File: config.mk
export PLATFORM = sky130hd
export DESIGN_NAME = stream_source
export DESIGN_NICKNAME = d
export VERILOG_FILES = /design/src/rtl/stream_source.sv
export SDC_FILE = /design/constraint.sdc
export NUM_CORES = 2
export LEC_CHECK = 0
export CAP_MARGIN = 20
export CORE_MARGIN = 4
export CORE_UTILIZATION = 35
export CTS_BUF_LIST = sky130_fd_sc_hd__clkbuf_4 sky130_fd_sc_hd__clkbuf_8
export CTS_CLUSTER_DIAMETER = 200
export DETAILED_ROUTE_END_ITERATION = 8
export GPL_ROUTABILITY_DRIVEN = 0
export PLACE_DENSITY = 0.46
export REMOVE_ABC_BUFFERS = 1
export SETUP_SLACK_MARGIN = 0.15
export SYNTH_ARGS = -nofsm -noshare
export SYNTH_HDL_FRONTEND = slang
export SYNTH_SLANG_ARGS = --single-unit
File: constraint.sdc
create_clock -name clk -period 4.97 [get_ports clk]
set_input_delay 1.491 -clock clk [delete_from_list [all_inputs] [get_ports clk]]
set_output_delay 1.491 -clock clk [all_outputs]
set_load 0.005 [all_outputs]
File: src/rtl/stream_source.sv
// Word-stream producer: holds input words in a local RAM loaded through a write
// port and streams them in address order over a valid/ready handshake.
module stream_source #(
  parameter int unsigned ADDR_SIZE = 8,
  parameter int unsigned WORD_SIZE = 16
) (
  input  logic                 clk,
  input  logic                 reset,
  input  logic [ADDR_SIZE-1:0] wr_addr,
  input  logic [WORD_SIZE-1:0] wr_data,
  input  logic                 wr_en,
  input  logic [ADDR_SIZE:0]   num_words,
  input  logic                 start,
  input  logic                 data_ready,
  output logic [WORD_SIZE-1:0] data,
  output logic                 data_valid,
  output logic                 busy,
  output logic                 done,
  output logic [ADDR_SIZE:0]   words_sent
);

  localparam int unsigned DEPTH = 1 << ADDR_SIZE;
  localparam int unsigned CW    = ADDR_SIZE + 1;

  typedef enum logic [1:0] {IDLE, PRIME, STREAM, DONE} state_t;

  state_t               state, state_n;
  logic [WORD_SIZE-1:0] mem [DEPTH];
  logic [WORD_SIZE-1:0] rd_data;
  logic                 rd_pending;
  logic [WORD_SIZE-1:0] skid_data, skid_data_n;
  logic                 skid_valid, skid_valid_n;
  logic [WORD_SIZE-1:0] data_n;
  logic                 data_valid_n, busy_n, done_n;
  logic [CW-1:0]        count, count_n, rd_addr, rd_addr_n, words_sent_n, clamp_c;
  logic                 rd_en_c, xfer_c, out_free_c, last_c;
  logic [ADDR_SIZE-1:0] rd_idx_c;
  logic [1:0]           occ_c;

  // Word memory: writes only while not streaming, 1-cycle synchronous read
  always_ff @(posedge clk) begin
    if (wr_en && (state == IDLE || state == DONE)) begin
      mem[wr_addr] <= wr_data;
    end
    if (rd_en_c) begin
      rd_data <= mem[rd_idx_c];
    end
  end

  // Next-state and datapath. Capacity ahead of the consumer is two words
  // (output register + skid); a read is only issued if its word has a slot.
  always_comb begin
    state_n      = state;
    data_n       = data;
    data_valid_n = data_valid;
    skid_data_n  = skid_data;
    skid_valid_n = skid_valid;
    count_n      = count;
    rd_addr_n    = rd_addr;
    words_sent_n = words_sent;
    rd_en_c      = 1'b0;
    rd_idx_c     = rd_addr[ADDR_SIZE-1:0];
    xfer_c       = data_valid & data_ready;
    out_free_c   = ~data_valid | xfer_c;
    last_c       = xfer_c && ((words_sent + CW'(1)) == count);
    occ_c        = 2'(data_valid) + 2'(skid_valid) + 2'(rd_pending) - 2'(xfer_c);
    clamp_c      = (num_words > CW'(DEPTH)) ? CW'(DEPTH) : num_words;

    case (state)
      IDLE, DONE: begin
        if (start) begin
          words_sent_n = '0;
          if (num_words == '0) begin
            state_n = DONE;
          end else begin
            state_n   = PRIME;
            count_n   = clamp_c;
            rd_en_c   = 1'b1;
            rd_idx_c  = '0;
            rd_addr_n = CW'(1);
          end
        end
      end
      PRIME, STREAM: begin
        if (xfer_c) begin
          words_sent_n = words_sent + CW'(1);
        end
        if (last_c) begin
          state_n      = DONE;
          data_valid_n = 1'b0;
          skid_valid_n = 1'b0;
        end else begin
          state_n = STREAM;
          if (out_free_c) begin
            if (skid_valid) begin
              data_n       = skid_data;
              data_valid_n = 1'b1;
              skid_valid_n = 1'b0;
            end else if (rd_pending) begin
              data_n       = rd_data;
              data_valid_n = 1'b1;
            end else begin
              data_valid_n = 1'b0;
            end
          end else if (rd_pending) begin
            skid_data_n  = rd_data;
            skid_valid_n = 1'b1;
          end
          if ((rd_addr < count) && (occ_c <= 2'd1)) begin
            rd_en_c   = 1'b1;
            rd_addr_n = rd_addr + CW'(1);
          end
        end
      end
      default: state_n = IDLE;
    endcase

    busy_n = (state_n == PRIME) || (state_n == STREAM);
    done_n = (state_n == DONE);
  end

  // State and output registers
  always_ff @(posedge clk) begin
    if (reset) begin
      state      <= IDLE;
      data       <= '0;
      data_valid <= 1'b0;
      skid_data  <= '0;
      skid_valid <= 1'b0;
      rd_pending <= 1'b0;
      count      <= '0;
      rd_addr    <= '0;
      words_sent <= '0;
      busy       <= 1'b0;
      done       <= 1'b0;
    end else begin
      state      <= state_n;
      data       <= data_n;
      data_valid <= data_valid_n;
      skid_data  <= skid_data_n;
      skid_valid <= skid_valid_n;
      rd_pending <= rd_en_c;
      count      <= count_n;
      rd_addr    <= rd_addr_n;
      words_sent <= words_sent_n;
      busy       <= busy_n;
      done       <= done_n;
    end
  end

endmodule

==> out/metrics.yaml <==
status: "finished with violations"
violations: "negative setup slack"
synth-async-reset-ratio_pct: 0
postSynthAreaPerCell_um2: 16.82
pwr-share-comb_pct: 14.8
dieHeight_um: 693.5
cts_tree: "done"
met3_usage_pct: 5.533
ys_types: 86
routed_wl_mm: 650.1
fin_nets: 11400
rr_worst_depth: 14
tightest_slew_ns: 1.312
p_leak_uw: 0.06434
cp_slowest_cell: "a311oi_1"
worstSkewPairLatency_ns: 1.34
dp_hpwl_mm: 420.2
via_count: 104400
clkPwrFrac_pct: 37.7
clock.fmax_mhz: 198.4
powerDensity_mw_per_mm2: 413.1
internal-power_uw: 59420
ys.flop_type: "edfxtp_1"
crit_top_cell: "buf_4"
endpoint: "rd_data[0]$_DFFE_PP_"
fin_area_mm2: 0.1987
grt_setup_unrepaired: "true"
switching_share_pct: 27.60
cp_top_family: "compound AO/OA/AOI/OAI gates"
viasPerCell: 5.756
period_minus_slack_ns: 5.042
required_ns: 6.11
grt_use_total_pct: 26.29
clock_sinks: 4178
core_mm2: 0.4676
cp_num_buf_inv: 7
cts_root_buf: "clkbuf_8"
finClkSkew_ns: 0.08632
synth.largest_area_cell: "edfxtp_1"
holdBufCountCts: 0
yosysMostFrequentCell: "edfxtp_1"
antenna_found_initial: 68
met2_usage_pct: 40.55
setup_tns_ns: -0.07159
drt_iter0_drc: 13840
cts-htree-levels: 6
path_cells: "clkdlybuf4s50_1 -> nor4_4 -> buf_4 -> buf_4 -> nand4_1 -> nand2_1 -> buf_4 -> buf_4 -> a222oi_1 -> buf_4 -> a21o_1 -> o211ai_1 -> buf_4 -> a31oi_4 -> a311oi_1 -> a31o_1"
p_switching_uw: 22650
ys.warnings.count: 0
cp-startpoint: "num_words[1]"
maxSlewViolCount: 0
hold_viol: 0
io_pins: 66
hold_start: "skid_data[2]$_SDFFE_PP0P_"
drive_above_1_share_pct: 26.85
place_ws_ns: -1.664
min_path_type: "reg2reg"
wire_per_inst_um: 35.85
yosys.area.top_type_share_pct: 75.08
synth-edff-count: 4112
crit_cells: 16
vdd_drop_max_mv: 0.2935
drc: 0
ys_ff_latch: 4178
maxCapViolCount: 0
r2r-end: "rd_data[0]$_DFFE_PP_"
sequentialPowerShare_pct: 47.5
post_dp_cell_area_mm2: 0.1845
die-area_mm2: 0.4809
slew_headroom_pct: 12.52
crit_fanout: 8
fin_crit_sh_pct: 101.4
grt_max_degree: 108
fp.dieW_um: 693.5
rrSetupSlack_ns: 0.19
timing.final.ws_setup_ns: -0.07159
gr-total-overflow: 0
synth.area.top_cells: "edfxtp_1 (75%), mux2i_1 (5.9%), mux4_2 (2.5%)"
slowest_delay_ns: 0.79
start_kind: "input port"
ys_seq_area_share_pct: 75.88
crit_arrival_ns: 6.18
grt_first_pass_wirelength_mm: 878.5
nFillCells: 41830
cts_inserted_buffers: 709
clk_pin_slew_worst_paths_ns: 0.06
endpoint_kind: "flop"
cts_buffer_depth: 4
synthToLayoutAreaGrowth_pct: 20.81
ys_top_cells_by_count: "edfxtp_1 (4112), mux2i_1 (971), o21ai_0 (543)"
rows: 251
grt_pass1_vias: 102500
portBuffers: 65
drtPass1Iterations: 6
ant_nets: 0
setup_violations: 1
met1_usage_pct: 36.65
r2r-start: "state[0]$_SDFF_PP0_"
initial_core_util_pct: 35.17
syn_area_mm2: 0.1645
synthCells: 9780
worstSetupPathType: "in2reg"
grt-busiest-layer: "met2"
[worst min-delay path, cell delays in order (launching register included)]
cell,delay [ns]
dfxtp_1,0.31
nand2_1,0.05
a21oi_1,0.05
[how the worst min path moves through the flow]
stage,to,slack (ns),cells past startpoint
3_3_place_gp,skid_data[13]$_SDFFE_PP0P_,0.44,2
2_1_floorplan,skid_data[0]$_SDFFE_PP0P_,0.43,2
3_5_place_dp,skid_data[1]$_SDFFE_PP0P_,0.45,2
4_1_cts,skid_data[1]$_SDFFE_PP0P_,0.46,2
6_report,skid_data[2]$_SDFFE_PP0P_,0.46,2
5_1_grt,skid_data[3]$_SDFFE_PP0P_,0.47,2
[cell type report]
class,count,area (µm²),area share (%)
diodes,17,42.54,0.02141
clock buffers,997,12060,6.069
clock inverters,278,1867,0.9395
inverters,24,105.1,0.05290
multi-input cells,4881,37070,18.66
flip-flops and latches,4178,124800,62.82
well taps,6198,7755,3.903
repair buffers,1558,14980,7.538
[registers in the layout, indices dropped and copies added, names as in the netlist, 2 cells and up]
signal      flops
words_sent      9
rd_addr         9
count           9
mem          4096
rd_data        16
skid_data      16
data           16
state           2
[cell usage in the layout (no fill, tap or decap), drive strengths merged, types with 94 or more instances in the layout]
cell type	synthesis	routed
a21oi	538	538
a211oi	105	105
mux2i	971	971
a221oi	117	117
nor2	516	516
buf	424	1510
clkinv	1	209
o22ai	277	277
o21ai	549	549
nand3	167	167
a221o	100	100
edfxtp	4112	4112
o221ai	94	94
mux2	184	184
nor3	98	98
nand2	319	319
clkbuf	273	997
mux4	180	180
[power groups by stage]
stage          Clock (µW)  Combinational, µW  Sequential, µW
2_1_floorplan           0               4710           39900
3_3_place_gp            0              11900           39700
3_5_place_dp            0              11900           39700
4_1_cts             31500              12000           39000
5_1_grt             33200              12500           39000
6_report            31000              12100           39000
[through the flow]
stage | utilization (%) | cells | hold slack [ns] | power [µW]
global placement | 39.45 | 16820 | 0.4424 | 51580
global route | 42.48 | 18120 | 0.4742 | 84660
finish | 42.49 | 18130 | 0.4580 | 82080
CTS | 42.45 | 18110 | 0.4580 | 82480
floorplan | - | 9083 | 0.4300 | 44580
detailed placement | 39.46 | 16830 | 0.4494 | 51610
[metal layers]
metal,vias up,wire (µm)
li1,42810,-
met1,55010,271400
met2,5450,293500
met3,1078,58530
met4,12,26590
met5,-,81
[what timing repair did]
action                                  CTS  global route
resized for setup                         7             5
setup buffers                             2             6
pin swaps                                 0             0
endpoints found under the setup margin    7             7
[cells by family after synthesis]
logic type	synth area share, %
and+or+nand+nor	3.380
AOI/OAI and AO/OA	8.929
buffers and inverters	1.963
muxes	9.634
adders and majority gates	0.09890
xor gates and xnor gates	0.1156
DFF	75.88
(Power assumes the default switching activity.)
